### config.mk
export PLATFORM = sky130hd
export DESIGN_NAME = fht_twiddle_gen_flat
export DESIGN_NICKNAME = d
export VERILOG_FILES = /design/src/rtl/fht_pkg.sv /design/src/rtl/fht_twiddle_gen_if.sv /design/src/rtl/fht_rom.sv /design/src/rtl/fht_twiddle_gen.sv /design/src/flat_wrapper.sv
export SDC_FILE = /design/constraint.sdc
export NUM_CORES = 1
export LEC_CHECK = 0
export CORE_MARGIN = 2
export CORE_UTILIZATION = 65
export CTS_CLUSTER_DIAMETER = 200
export DETAILED_ROUTE_END_ITERATION = 8
export GPL_ROUTABILITY_DRIVEN = 0
export MAX_ROUTING_LAYER = met4
export PLACE_DENSITY = 0.84
export SETUP_SLACK_MARGIN = 0.02
export SYNTH_ARGS = -nofsm -noshare
export SYNTH_HDL_FRONTEND = slang
export SYNTH_SLANG_ARGS = --single-unit
export TNS_END_PERCENT = 10
### constraint.sdc
create_clock -name iCLK -period 7.2 [get_ports iCLK]
set_clock_uncertainty 0.2 [all_clocks]
set_input_delay 1.44 -clock iCLK [delete_from_list [all_inputs] [get_ports iCLK]]
set_output_delay 1.44 -clock iCLK [all_outputs]
set_load 0.1 [all_outputs]
### src/rtl/fht_pkg.sv
// Shared types, constants and elaboration helpers for the FHT twiddle generator.
package fht_pkg;

  typedef enum logic [1:0] {
    ST_IDLE  = 2'd0,
    ST_RUN   = 2'd1,
    ST_DRAIN = 2'd2
  } state_e;

  // Quadrant codes taken from the top two bits of the full-circle index.
  localparam logic [1:0] QUAD_0 = 2'd0;
  localparam logic [1:0] QUAD_1 = 2'd1;
  localparam logic [1:0] QUAD_2 = 2'd2;
  localparam logic [1:0] QUAD_3 = 2'd3;

  // Quarter-wave table holds N/4+1 words (both endpoints included).
  function automatic int qtab_depth(int n_log2);
    return (1 << (n_log2 - 2)) + 1;
  endfunction

  function automatic int qtab_aw(int n_log2);
    return $clog2(qtab_depth(n_log2));
  endfunction

  function automatic int clamp_stage(int s, int n_log2);
    return (s >= n_log2) ? (n_log2 - 1) : s;
  endfunction

  // Entry m = round(full_scale * sin(pi*m/(N/2))). Evaluated at elaboration only;
  // a Taylor series keeps it free of math-library calls.
  function automatic int qsin_entry(int m, int n_log2, int w_bit);
    real x, term, acc, amp;
    x    = 3.14159265358979323846 * real'(m) / real'(1 << (n_log2 - 1));
    term = x;
    acc  = x;
    for (int i = 1; i < 12; i++) begin
      term = -term * x * x / real'((2 * i) * (2 * i + 1));
      acc  = acc + term;
    end
    amp = real'((1 << (w_bit - 1)) - 1);
    return $rtoi(amp * acc + 0.5);
  endfunction

endpackage

### src/rtl/fht_twiddle_gen_if.sv
// Control/stream bundle between a twiddle consumer (master) and the generator (slave).
interface fht_twiddle_gen_if #(
  parameter int W_BIT  = 12,
  parameter int N_LOG2 = 8
);
  localparam int SW = $clog2(N_LOG2);

  logic                    iSTART;
  logic [SW-1:0]           iSTAGE;
  logic                    iREADY;
  logic                    oVALID;
  logic signed [W_BIT-1:0] oSIN;
  logic signed [W_BIT-1:0] oCOS;
  logic [N_LOG2-2:0]       oK;
  logic                    oLAST;
  logic                    oBUSY;

  modport master (output iSTART, iSTAGE, iREADY,
                  input  oVALID, oSIN, oCOS, oK, oLAST, oBUSY);
  modport slave  (input  iSTART, iSTAGE, iREADY,
                  output oVALID, oSIN, oCOS, oK, oLAST, oBUSY);
endinterface

### src/rtl/fht_rom.sv
// Quarter-wave sine ROM with registered address; contents are generated from
// W_BIT/N_LOG2 at elaboration using the same rounding as the qsin table.
module fht_rom
  import fht_pkg::*;
#(
  parameter int DW     = 12,
  parameter int N_LOG2 = 8,
  parameter int DEPTH  = 65,
  parameter int AW     = 7
) (
  input  logic          clk,
  input  logic          rst_n,
  input  logic          en,
  input  logic [AW-1:0] addr,
  output logic [DW-1:0] q
);

  logic [DEPTH-1:0][DW-1:0] tbl;
  logic [AW-1:0]            addr_q, addr_d;

  for (genvar m = 0; m < DEPTH; m++) begin : g_tbl
    localparam int VAL = qsin_entry(m, N_LOG2, DW);
    assign tbl[m] = DW'(VAL);
  end

  // Only load the address when a read is issued to avoid idle toggling.
  always_comb addr_d = en ? addr : addr_q;

  // Address register; data appears one clock after issue.
  always_ff @(posedge clk or negedge rst_n) begin
    if (!rst_n) addr_q <= '0;
    else        addr_q <= addr_d;
  end

  assign q = tbl[addr_q];

endmodule

### src/rtl/fht_twiddle_gen.sv
// Streaming (sin, cos) twiddle generator: walks k = 0..2^s-1 for a stage,
// rebuilds each pair from a quarter-wave table via quadrant symmetry, and
// feeds a 2-entry output FIFO under ready/valid flow control.
module fht_twiddle_gen
  import fht_pkg::*;
#(
  parameter int W_BIT  = 12,
  parameter int N_LOG2 = 8
) (
  input  logic               iCLK,
  input  logic               iRESET,
  fht_twiddle_gen_if.slave   tw
);

  localparam int SW    = $clog2(N_LOG2);
  localparam int KW    = N_LOG2 - 1;
  localparam int RW    = N_LOG2 - 2;
  localparam int DEPTH = qtab_depth(N_LOG2);
  localparam int AW    = qtab_aw(N_LOG2);
  localparam logic [AW-1:0] QUARTER = AW'(DEPTH - 1);

  typedef struct packed {
    logic [1:0]    quad;
    logic [KW-1:0] k;
    logic          last;
  } meta_t;

  typedef struct packed {
    logic [W_BIT-1:0] sin;
    logic [W_BIT-1:0] cos;
    logic [KW-1:0]    k;
    logic             last;
  } beat_t;

  state_e         state_q, state_d;
  logic [SW-1:0]  stage_q, stage_d;
  logic [KW-1:0]  k_q, k_d, k_max;
  logic [N_LOG2-1:0] idx;
  logic [1:0]     quad;
  logic [RW-1:0]  rem;
  logic [AW-1:0]  addr_dir, addr_mir;
  logic           issue, credit_ok, push, pop, valid;
  logic           rd_vld_q, rd_vld_d;
  meta_t          meta_q, meta_d;
  logic [W_BIT-1:0] t_dir, t_mir;
  beat_t          wr_beat, head;
  beat_t [1:0]    mem_q, mem_d;
  logic           wr_ptr_q, wr_ptr_d, rd_ptr_q, rd_ptr_d;
  logic [1:0]     cnt_q, cnt_d;

  // Index -> quadrant/remainder -> direct and mirrored table addresses.
  always_comb begin
    k_max    = KW'((32'd1 << stage_q) - 32'd1);
    idx      = {1'b0, k_q} << (KW - int'(stage_q));
    quad     = idx[N_LOG2-1 -: 2];
    rem      = idx[RW-1:0];
    addr_dir = AW'(rem);
    addr_mir = QUARTER - AW'(rem);
  end

  assign valid = (cnt_q != 2'd0);
  assign pop   = valid && tw.iREADY;
  assign push  = rd_vld_q;
  assign head  = mem_q[rd_ptr_q];
  // A read issued now lands one cycle after the in-flight one, so the slots
  // left after this cycle's pop must cover both.
  assign credit_ok = (int'(cnt_q) - int'(pop) + int'(rd_vld_q)) < 2;

  // Sequencer: capture stage, issue one address per credit, wait for last beat.
  always_comb begin
    state_d  = state_q;
    stage_d  = stage_q;
    k_d      = k_q;
    issue    = 1'b0;
    unique case (state_q)
      ST_IDLE: begin
        if (tw.iSTART) begin
          stage_d = SW'(clamp_stage(int'(tw.iSTAGE), N_LOG2));
          k_d     = '0;
          state_d = ST_RUN;
        end
      end
      ST_RUN: begin
        issue = credit_ok;
        if (issue) begin
          if (k_q == k_max) state_d = ST_DRAIN;
          else              k_d     = k_q + KW'(1);
        end
      end
      ST_DRAIN: begin
        if (pop && head.last) state_d = ST_IDLE;
      end
      default: state_d = ST_IDLE;
    endcase
    rd_vld_d = issue;
    meta_d   = '{quad: quad, k: k_q, last: (k_q == k_max)};
  end

  // Sequencer and read-tracking registers.
  always_ff @(posedge iCLK or negedge iRESET) begin
    if (!iRESET) begin
      state_q  <= ST_IDLE;
      stage_q  <= '0;
      k_q      <= '0;
      rd_vld_q <= 1'b0;
      meta_q   <= '0;
    end else begin
      state_q  <= state_d;
      stage_q  <= stage_d;
      k_q      <= k_d;
      rd_vld_q <= rd_vld_d;
      meta_q   <= meta_d;
    end
  end

  fht_rom #(.DW(W_BIT), .N_LOG2(N_LOG2), .DEPTH(DEPTH), .AW(AW)) u_rom_dir (
    .clk(iCLK), .rst_n(iRESET), .en(issue), .addr(addr_dir), .q(t_dir)
  );

  fht_rom #(.DW(W_BIT), .N_LOG2(N_LOG2), .DEPTH(DEPTH), .AW(AW)) u_rom_mir (
    .clk(iCLK), .rst_n(iRESET), .en(issue), .addr(addr_mir), .q(t_mir)
  );

  // Quadrant symmetry: swap and negate the two table reads.
  always_comb begin
    wr_beat      = '0;
    wr_beat.k    = meta_q.k;
    wr_beat.last = meta_q.last;
    case (meta_q.quad)
      QUAD_0:  begin wr_beat.sin = t_dir;  wr_beat.cos = t_mir;  end
      QUAD_1:  begin wr_beat.sin = t_mir;  wr_beat.cos = -t_dir; end
      QUAD_2:  begin wr_beat.sin = -t_dir; wr_beat.cos = -t_mir; end
      default: begin wr_beat.sin = -t_mir; wr_beat.cos = t_dir;  end
    endcase
  end

  // Output FIFO next-state; the credit check guarantees push never overflows.
  always_comb begin
    mem_d = mem_q;
    if (push) mem_d[wr_ptr_q] = wr_beat;
    wr_ptr_d = wr_ptr_q ^ push;
    rd_ptr_d = rd_ptr_q ^ pop;
    cnt_d    = cnt_q + 2'(push) - 2'(pop);
  end

  // Output FIFO storage and pointers.
  always_ff @(posedge iCLK or negedge iRESET) begin
    if (!iRESET) begin
      mem_q    <= '0;
      wr_ptr_q <= 1'b0;
      rd_ptr_q <= 1'b0;
      cnt_q    <= '0;
    end else begin
      mem_q    <= mem_d;
      wr_ptr_q <= wr_ptr_d;
      rd_ptr_q <= rd_ptr_d;
      cnt_q    <= cnt_d;
    end
  end

  // Payload is zeroed when no beat is presented.
  assign tw.oVALID = valid;
  assign tw.oSIN   = valid ? head.sin  : '0;
  assign tw.oCOS   = valid ? head.cos  : '0;
  assign tw.oK     = valid ? head.k    : '0;
  assign tw.oLAST  = valid ? head.last : 1'b0;
  assign tw.oBUSY  = (state_q != ST_IDLE);

endmodule
### src/flat_wrapper.sv
// flat-port wrapper written by rule: the top's interface ports become plain ports
module fht_twiddle_gen_flat import fht_pkg::*;
#(
  parameter int W_BIT  = 12,
  parameter int N_LOG2 = 8
)
  (iCLK, iRESET, tw_iSTART, tw_iSTAGE, tw_iREADY, tw_oVALID, tw_oSIN, tw_oCOS, tw_oK, tw_oLAST, tw_oBUSY);
  fht_twiddle_gen_if #(.W_BIT(W_BIT), .N_LOG2(N_LOG2)) tw_i ();
  input  logic iCLK;
  input  logic iRESET;
  input wire logic [$bits(tw_i.iSTART)-1:0] tw_iSTART;
  input wire logic [$bits(tw_i.iSTAGE)-1:0] tw_iSTAGE;
  input wire logic [$bits(tw_i.iREADY)-1:0] tw_iREADY;
  output wire logic [$bits(tw_i.oVALID)-1:0] tw_oVALID;
  output wire logic [$bits(tw_i.oSIN)-1:0] tw_oSIN;
  output wire logic [$bits(tw_i.oCOS)-1:0] tw_oCOS;
  output wire logic [$bits(tw_i.oK)-1:0] tw_oK;
  output wire logic [$bits(tw_i.oLAST)-1:0] tw_oLAST;
  output wire logic [$bits(tw_i.oBUSY)-1:0] tw_oBUSY;
  assign tw_i.iSTART = tw_iSTART;
  assign tw_i.iSTAGE = tw_iSTAGE;
  assign tw_i.iREADY = tw_iREADY;
  assign tw_oVALID = tw_i.oVALID;
  assign tw_oSIN = tw_i.oSIN;
  assign tw_oCOS = tw_i.oCOS;
  assign tw_oK = tw_i.oK;
  assign tw_oLAST = tw_i.oLAST;
  assign tw_oBUSY = tw_i.oBUSY;
  fht_twiddle_gen #(.W_BIT(W_BIT), .N_LOG2(N_LOG2)) u_core (.iCLK(iCLK), .iRESET(iRESET), .tw(tw_i));
endmodule
==> metrics.yaml, run 1 <==
drt:
  vias_per_cell: 6.425
  vias: 7067
  drc_errors: 0
  first_pass_iters: 6
  wire_per_inst_um: 17.12
  antenna_left: 0
  dr.first_iter.drc_count: 740
  routed_wl_mm: 18.83
worst_setup_path:
  slowest_delay_ps: 1150
  slowest_stage: "clkdlybuf4s50_1"
  cp-start-kind: "flop"
  r2r-end: "u_core.mem_q[12]"
  rr_startpoint: "u_core.u_rom_mir.addr_q[1]"
  required_ps: 5560
  path_class: "reg2out"
  r2r_slack_ps: 2780
  cp-end-kind: "output pin"
  reg2regPathDepth: 12
  crit_chain: "mux2i_1, nor2_1, clkdlybuf4s50_1"
  crit_start: "u_core.rd_ptr_q"
  crit_fanout: 33
  crit_arrival_ps: 2930
floorplanning:
  die_h_um: 115.6
  fp.dieW_um: 115.6
  start_util: 0.6711
  io_pins: 41
  core_sq_um: 12060
  die-area_sq_um: 13360
  rows: 40
global_routing:
  grt_util_all_layers: 0.3072
  grt_pass1_wl_mm: 32.15
  grt_overflow: 0
  grt_pass1_vias: 6600
  antenna_found_initial: 0
  grt_max_degree: 76
min_path:
  min_path_type: "reg2reg"
  min_from: "u_core.meta_q[7]"
  whs_endpoint: "u_core.mem_q[39]"
  whs_path_depth: 1
sta:
  finalWorstSetupSlack_ps: 2626
  hold_viol: 0
  finalCritPeriodShare: 0.6353
  setup_tns_ps: 0
  max_freq_mhz: 218.6
  tightest_slew_ps: 1017
  relSlewSlack: 0.3147
  rsz0062_at_grt: "false"
  setup_viol: 0
  slew_viol_final: 0
  fin_crit_ps: 4574
synthesis:
  synthMuxAreaShare: 0.1503
  synth_area_leaders: "dfrtp_1, mux2i_1, mux2_2"
  synth-seq-cells: 103
  synth_warnings: 0
  synthAdderAreaFrac: 0.04947
  synth_ff_type: "dfrtp_1"
  async_flop_share: 1.000
  seq_area_frac_synth: 0.3184
  synth.top_cells.by_count: "nor2_1, dfrtp_1, nand2_1"
  synth_top_family_by_area: "simple AND/OR/NAND/NOR gates"
  syn_nets: 983
  synth-simple-area-share: 0.2036
  synth.distinct_cells: 85
  synth-compound-area-share: 0.1877
  synth_cells: 944
  syn_avg_cell_area_sq_um: 8.574
  yosysMostFrequentCell: "nor2_1"
  synth_top_area_cell: "dfrtp_1"
  synthXorXnorAreaFrac: 0.02813
  synth_edf_count: 0
  syn_area_sq_um: 8094
  synth_top_area_share: 0.3184
cts:
  postCtsSetupRepairBufs: 0
  cts_tree: "done"
  numCtsBuffers: 9
  cts_htree_levels: 3
  root_buffer: "clkbuf_16"
  cts_resized: 0
  ctsHoldBuffers: 0
  clockBufferDepth: 2
  cts.sinks: 103
  clk_latency_ps: 350
  clk_pin_slew_ps: 70
placement:
  port_buffers: 40
  pre_cts_ws_ps: 2321
  dpl.hpwl_mm: 12.87
layout:
  nets: 967
  fill_cells: 890
  diodes: 0
  register_area_sq_um: 2579
  multi_input_area_sq_um: 5019
  drive_gt1_frac: 0.1073
  area_growth_pct: 7.513
outcome:
  status: "completed"
flow_run:
  maxCapViolCount: 0
-- worst max path at each step --
stage / to / cells past startpoint
after floorplan: tw_oCOS[0] / 4
after global placement: u_core.k_q[6] / 12
after detailed placement: u_core.k_q[6] / 12
after CTS: tw_oSIN[3] / 3
after global routing: u_core.k_q[6] / 12
final: tw_oSIN[1] / 3
-- cells by family (layout without fill, tap and decap cells) --
group                    count (synthesis)  in the layout
XOR/XNOR                                26             26
AO/OA/AOI/OAI                          227            227
adder cells (fa/ha/maj)                 32             32
multiplexers                           106            106
flip-flops                             103            103
buffers and inverters                  114            102
AND/OR/NAND/NOR                        336            336
-- critical path, delay by kind of cell, from the launching register on --
| family | cells | cell delay, ps |
|---|---|---|
| buffers and inverters | 1 | 1150 |
| flip-flops | 1 | 1010 |
| multiplexers | 1 | 240 |
| AND/OR/NAND/NOR | 1 | 160 |
-- stage by stage --
stage / hold slack, ps / utilization / std cells / area, sq um
finish: 301.6 / 0.7215 / 1100 / 8702
floorplan: 151.9 / - / 944 / 8094
global route: 320.8 / 0.7215 / 1100 / 8702
global placement: 281.8 / 0.6974 / 1085 / 8412
detailed placement: 291.3 / 0.6974 / 1085 / 8412
CTS: 300.9 / 0.7215 / 1100 / 8702
-- area by class of cell --
| class | count | share of cell area |
|---|---|---|
| multi-input cells | 727 | 0.5767 |
| well taps | 168 | 0.02416 |
| clock buffers | 12 | 0.02832 |
| repair buffers | 48 | 0.05262 |
| clock inverters | 3 | 0.005032 |
| inverters | 39 | 0.01682 |
| flip-flops and latches | 103 | 0.2963 |
-- state kept, by name, indices dropped and copies added (netlist names) --
name                     cells
u_core.cnt_q                 2
u_core.k_q                   7
u_core.mem_q                64
u_core.meta_q               10
u_core.push                  1
u_core.rd_ptr_q              1
u_core.stage_q               3
u_core.state_q               2
u_core.u_rom_dir.addr_q      5
u_core.u_rom_mir.addr_q      7
u_core.wr_ptr_q              1
-- metal layers --
layer	GRT usage	share of wire
met1	0.4034	0.43
met2	0.4803	0.47
met3	0.04446	0.061
met4	0.1253	0.038
met5	-	0
-- cell usage in the layout, fill, tap and decap left out, types with 5 or more instances in the layout --
master / count
o22ai_1: 5
a31o_2: 5
o21a_1: 5
a311oi_1: 6
or3_1: 10
nand2_1: 69
a21oi_1: 57
or2_2: 5
inv_1: 36
ha_1: 30
o211ai_1: 8
o21ai_1: 5
xor2_1: 9
o31ai_1: 5
a211oi_1: 9
buf_4: 9
mux4_2: 6
clkbuf_16: 9
a22oi_1: 5
clkdlybuf4s50_1: 39
mux2_2: 43
dfrtp_1: 102
nand2b_1: 21
nor2b_1: 28
nand4_1: 8
nor2_1: 122
xnor2_1: 17
o21ai_0: 51
mux2i_1: 54
nor3_1: 14
and2_1: 6
and3_1: 8
a31oi_1: 10
nand3_1: 16
Power of run 1 is left out: the tool's default activity adds up to more than one toggle a clock period on the data nets, which glitch-free logic cannot reach.
==> run 2, diff against run 1 <==
- CORE_UTILIZATION: 65 -> 62
- PLACE_DENSITY: 0.84 -> 0.81
- clock period: 7.2 -> 4.32 ns (I/O delays scaled with it)
==> run 2 against run 1 <==
Compared with the run above: critical path depth grew 11; routed wire length grew 5.0%; final cell count grew 2.6%; flip-flop and latch count is the same; count of clock-buffer cells in the layout shrank 2; worst setup slack lost 2400 ps; critical endpoint is now u_core.mem_q[12]; die area grew 4.7%; register-to-register slack lost 2500 ps; first-iteration DRC count grew 19%; sequential share of layout area shrank 0.37 points; utilization shrank 2.6 points; critical path type is now reg2reg; via count grew 0.86%.
==> metrics.yaml, run 2 (synthesis gave the netlist of run 1 again) <==
worst_setup_path:
  required_ps: 4310  # -1250 ps
  slowest_delay_ps: 500  # -650 ps
  crit_start: "u_core.u_rom_mir.addr_q[0]"
  cp-end-kind: "flop"
  slowest_stage: "a2111oi_1"
  crit_family: "compound AO/OA/AOI/OAI gates"
  cp-start-kind: "flop"
  r2r_slack_ps: 280  # -2500 ps
  crit_fanout: 18  # -45%
  critical_path_buf_inv_count: 2  # +1
  path_class: "reg2reg"
  crit_chain: "buf_4, ha_1, and2_1, a21oi_1, a2111oi_0, nor4_1, nor2_1, ha_1, and3_1, or3_1, o21ai_0, a2111oi_1, buf_4, a21oi_1"
  crit_arrival_ps: 4030  # +1100 ps
  reg2regPathDepth: 14  # +2
  crit_cells: 14  # +11
  critical_path.endpoint: "u_core.mem_q[12]"
  rr_startpoint: "u_core.u_rom_mir.addr_q[0]"
  r2r-end: "u_core.mem_q[12]"
cts:
  root_buffer: "clkbuf_16"
  numCtsBuffers: 9  # unchanged
  cts_tree: "done"
  ctsHoldBuffers: 0  # unchanged
  clockBufferDepth: 2  # unchanged
  clk_pin_slew_ps: 70  # about the same
  clk_latency_ps: 350  # about the same
  cts.sinks: 103  # unchanged
  cts_htree_levels: 3  # unchanged
min_path:
  whs_path_depth: 1  # unchanged
  min_path_type: "reg2reg"
layout:
  layout_commonest_cell: "nor2_1"
  nets: 991  # +2.5%
  layout_common_cells: "nor2_1, dfrtp_1, nand2_1"
  fill_cells: 979  # +10%
  stdcell_area_sq_um: 8817  # +1.3%
  reg.largest.list: "u_core.mem_q x64, u_core.meta_q x10"
  drive_gt1_frac: 0.1672  # +0.05989
  diodes: 0  # unchanged
  area_growth_pct: 8.935
  largest-register: "u_core.mem_q"
  fin_cells: 1129  # +2.6%
  largest_reg_flops: 64  # unchanged
sta:
  rsz0062_at_grt: "false"
  slew_viol_final: 0  # unchanged
  hold_viol: 0  # unchanged
  relSlewSlack: 0.3191  # +0.004411
  finalWorstSetupSlack_ps: 275.6  # -2350 ps
  max_freq_mhz: 247.3
  setup_tns_ps: 0  # unchanged
  tightest_slew_ps: 1021  # +4.502 ps
  fin_crit_ps: 4044
  setup_viol: 0  # unchanged
  finalCritPeriodShare: 0.9362
floorplanning:
  start_util: 0.6388  # -0.03227
  io_pins: 41  # unchanged
  rows: 41  # +2.5%
  die-area_sq_um: 13980  # +4.7%
  fp.dieW_um: 118.3  # +2.3%
  die_h_um: 118.3  # +2.3%
  core_sq_um: 12670  # +5.1%
global_routing:
  grt_overflow: 0  # unchanged
  grt_max_degree: 56  # -26%
  grt_pass1_wl_mm: 32.81  # +2.1%
  grt_pass1_vias: 6682  # +1.2%
  antenna_found_initial: 0  # unchanged
  grt_util_all_layers: 0.2940  # -0.01314
placement:
  port_buffers: 40  # unchanged
  placedCellCount: 1113  # +2.6%
  dpl_cell_area_sq_um: 8517  # +1.2%
  pre_cts_ws_ps: 235.3  # -2086 ps
  dpl.hpwl_mm: 13.85  # +7.6%
drt:
  first_pass_iters: 6  # unchanged
  drc_errors: 0  # unchanged
  dr.first_iter.drc_count: 879  # +19%
  routed_wl_mm: 19.78  # +5.0%
  antenna_left: 0  # unchanged
  vias: 7128  # +0.86%
  wire_per_inst_um: 17.52  # +2.3%
  vias_per_cell: 6.314  # -1.7%
outcome:
  status: "completed"
flow_run:
  maxCapViolCount: 0  # unchanged
[run 2: area by class of cell]
type                       instances  area (sq um)  share of cell area
clock buffer                      10         239.0             0.02710
clock inverter                     6         58.81            0.006670
inverter                          39         146.4             0.01660
multi-input combinational        727          5020              0.5693
sequential                       103          2580              0.2926
tap                              172         215.2             0.02441
timing repair buffer              72         558.0             0.06329
[run 2: through the flow]
| stage | util | hold slack [ps] |
|---|---|---|
| final | 0.6959 | 307.0 |
| after global routing | 0.6959 | 321.3 |
| after CTS | 0.6957 | 309.7 |
| after detailed placement | 0.6722 | 290.6 |
| after global placement | 0.6722 | 279.2 |
| after floorplan | - | 151.9 |
[run 2: how the worst min path moves through the flow]
stage,from,endpoint,slack [ps]
floorplan,u_core.k_q[2],u_core.meta_q[3],150
global route,u_core.mem_q[56],u_core.mem_q[56],320
detailed placement,u_core.k_q[6],u_core.meta_q[7],290
global placement,u_core.k_q[6],u_core.meta_q[7],280
finish,u_core.meta_q[4],u_core.mem_q[4],310
CTS,u_core.meta_q[0],u_core.mem_q[0],310
[run 2: repair_timing]
| action | 4_1_cts | 5_1_grt |
|---|---|---|
| gates resized for setup | 0 | 2 |
| setup endpoints to repair | 0 | 2 |
| buffers inserted | 0 | 0 |
[run 2: layer usage]
| metal | share of wire | global-route usage | up-vias |
|---|---|---|---|
| li1 | - | - | 3372 |
| met1 | 0.42 | 0.3686 | 3440 |
| met2 | 0.50 | 0.4902 | 273 |
| met3 | 0.056 | 0.04247 | 43 |
| met4 | 0.023 | 0.09714 | 0 |
| met5 | 0 | - | - |
Power of run 2 is left out for the same reason.
==> run 3, diff against run 2 <==
- TNS_END_PERCENT: 10 -> not set
==> results of run 3 <==
The final DEF is identical to that of run 2; final timing and power are the same.
Power of run 3 is left out for the same reason.
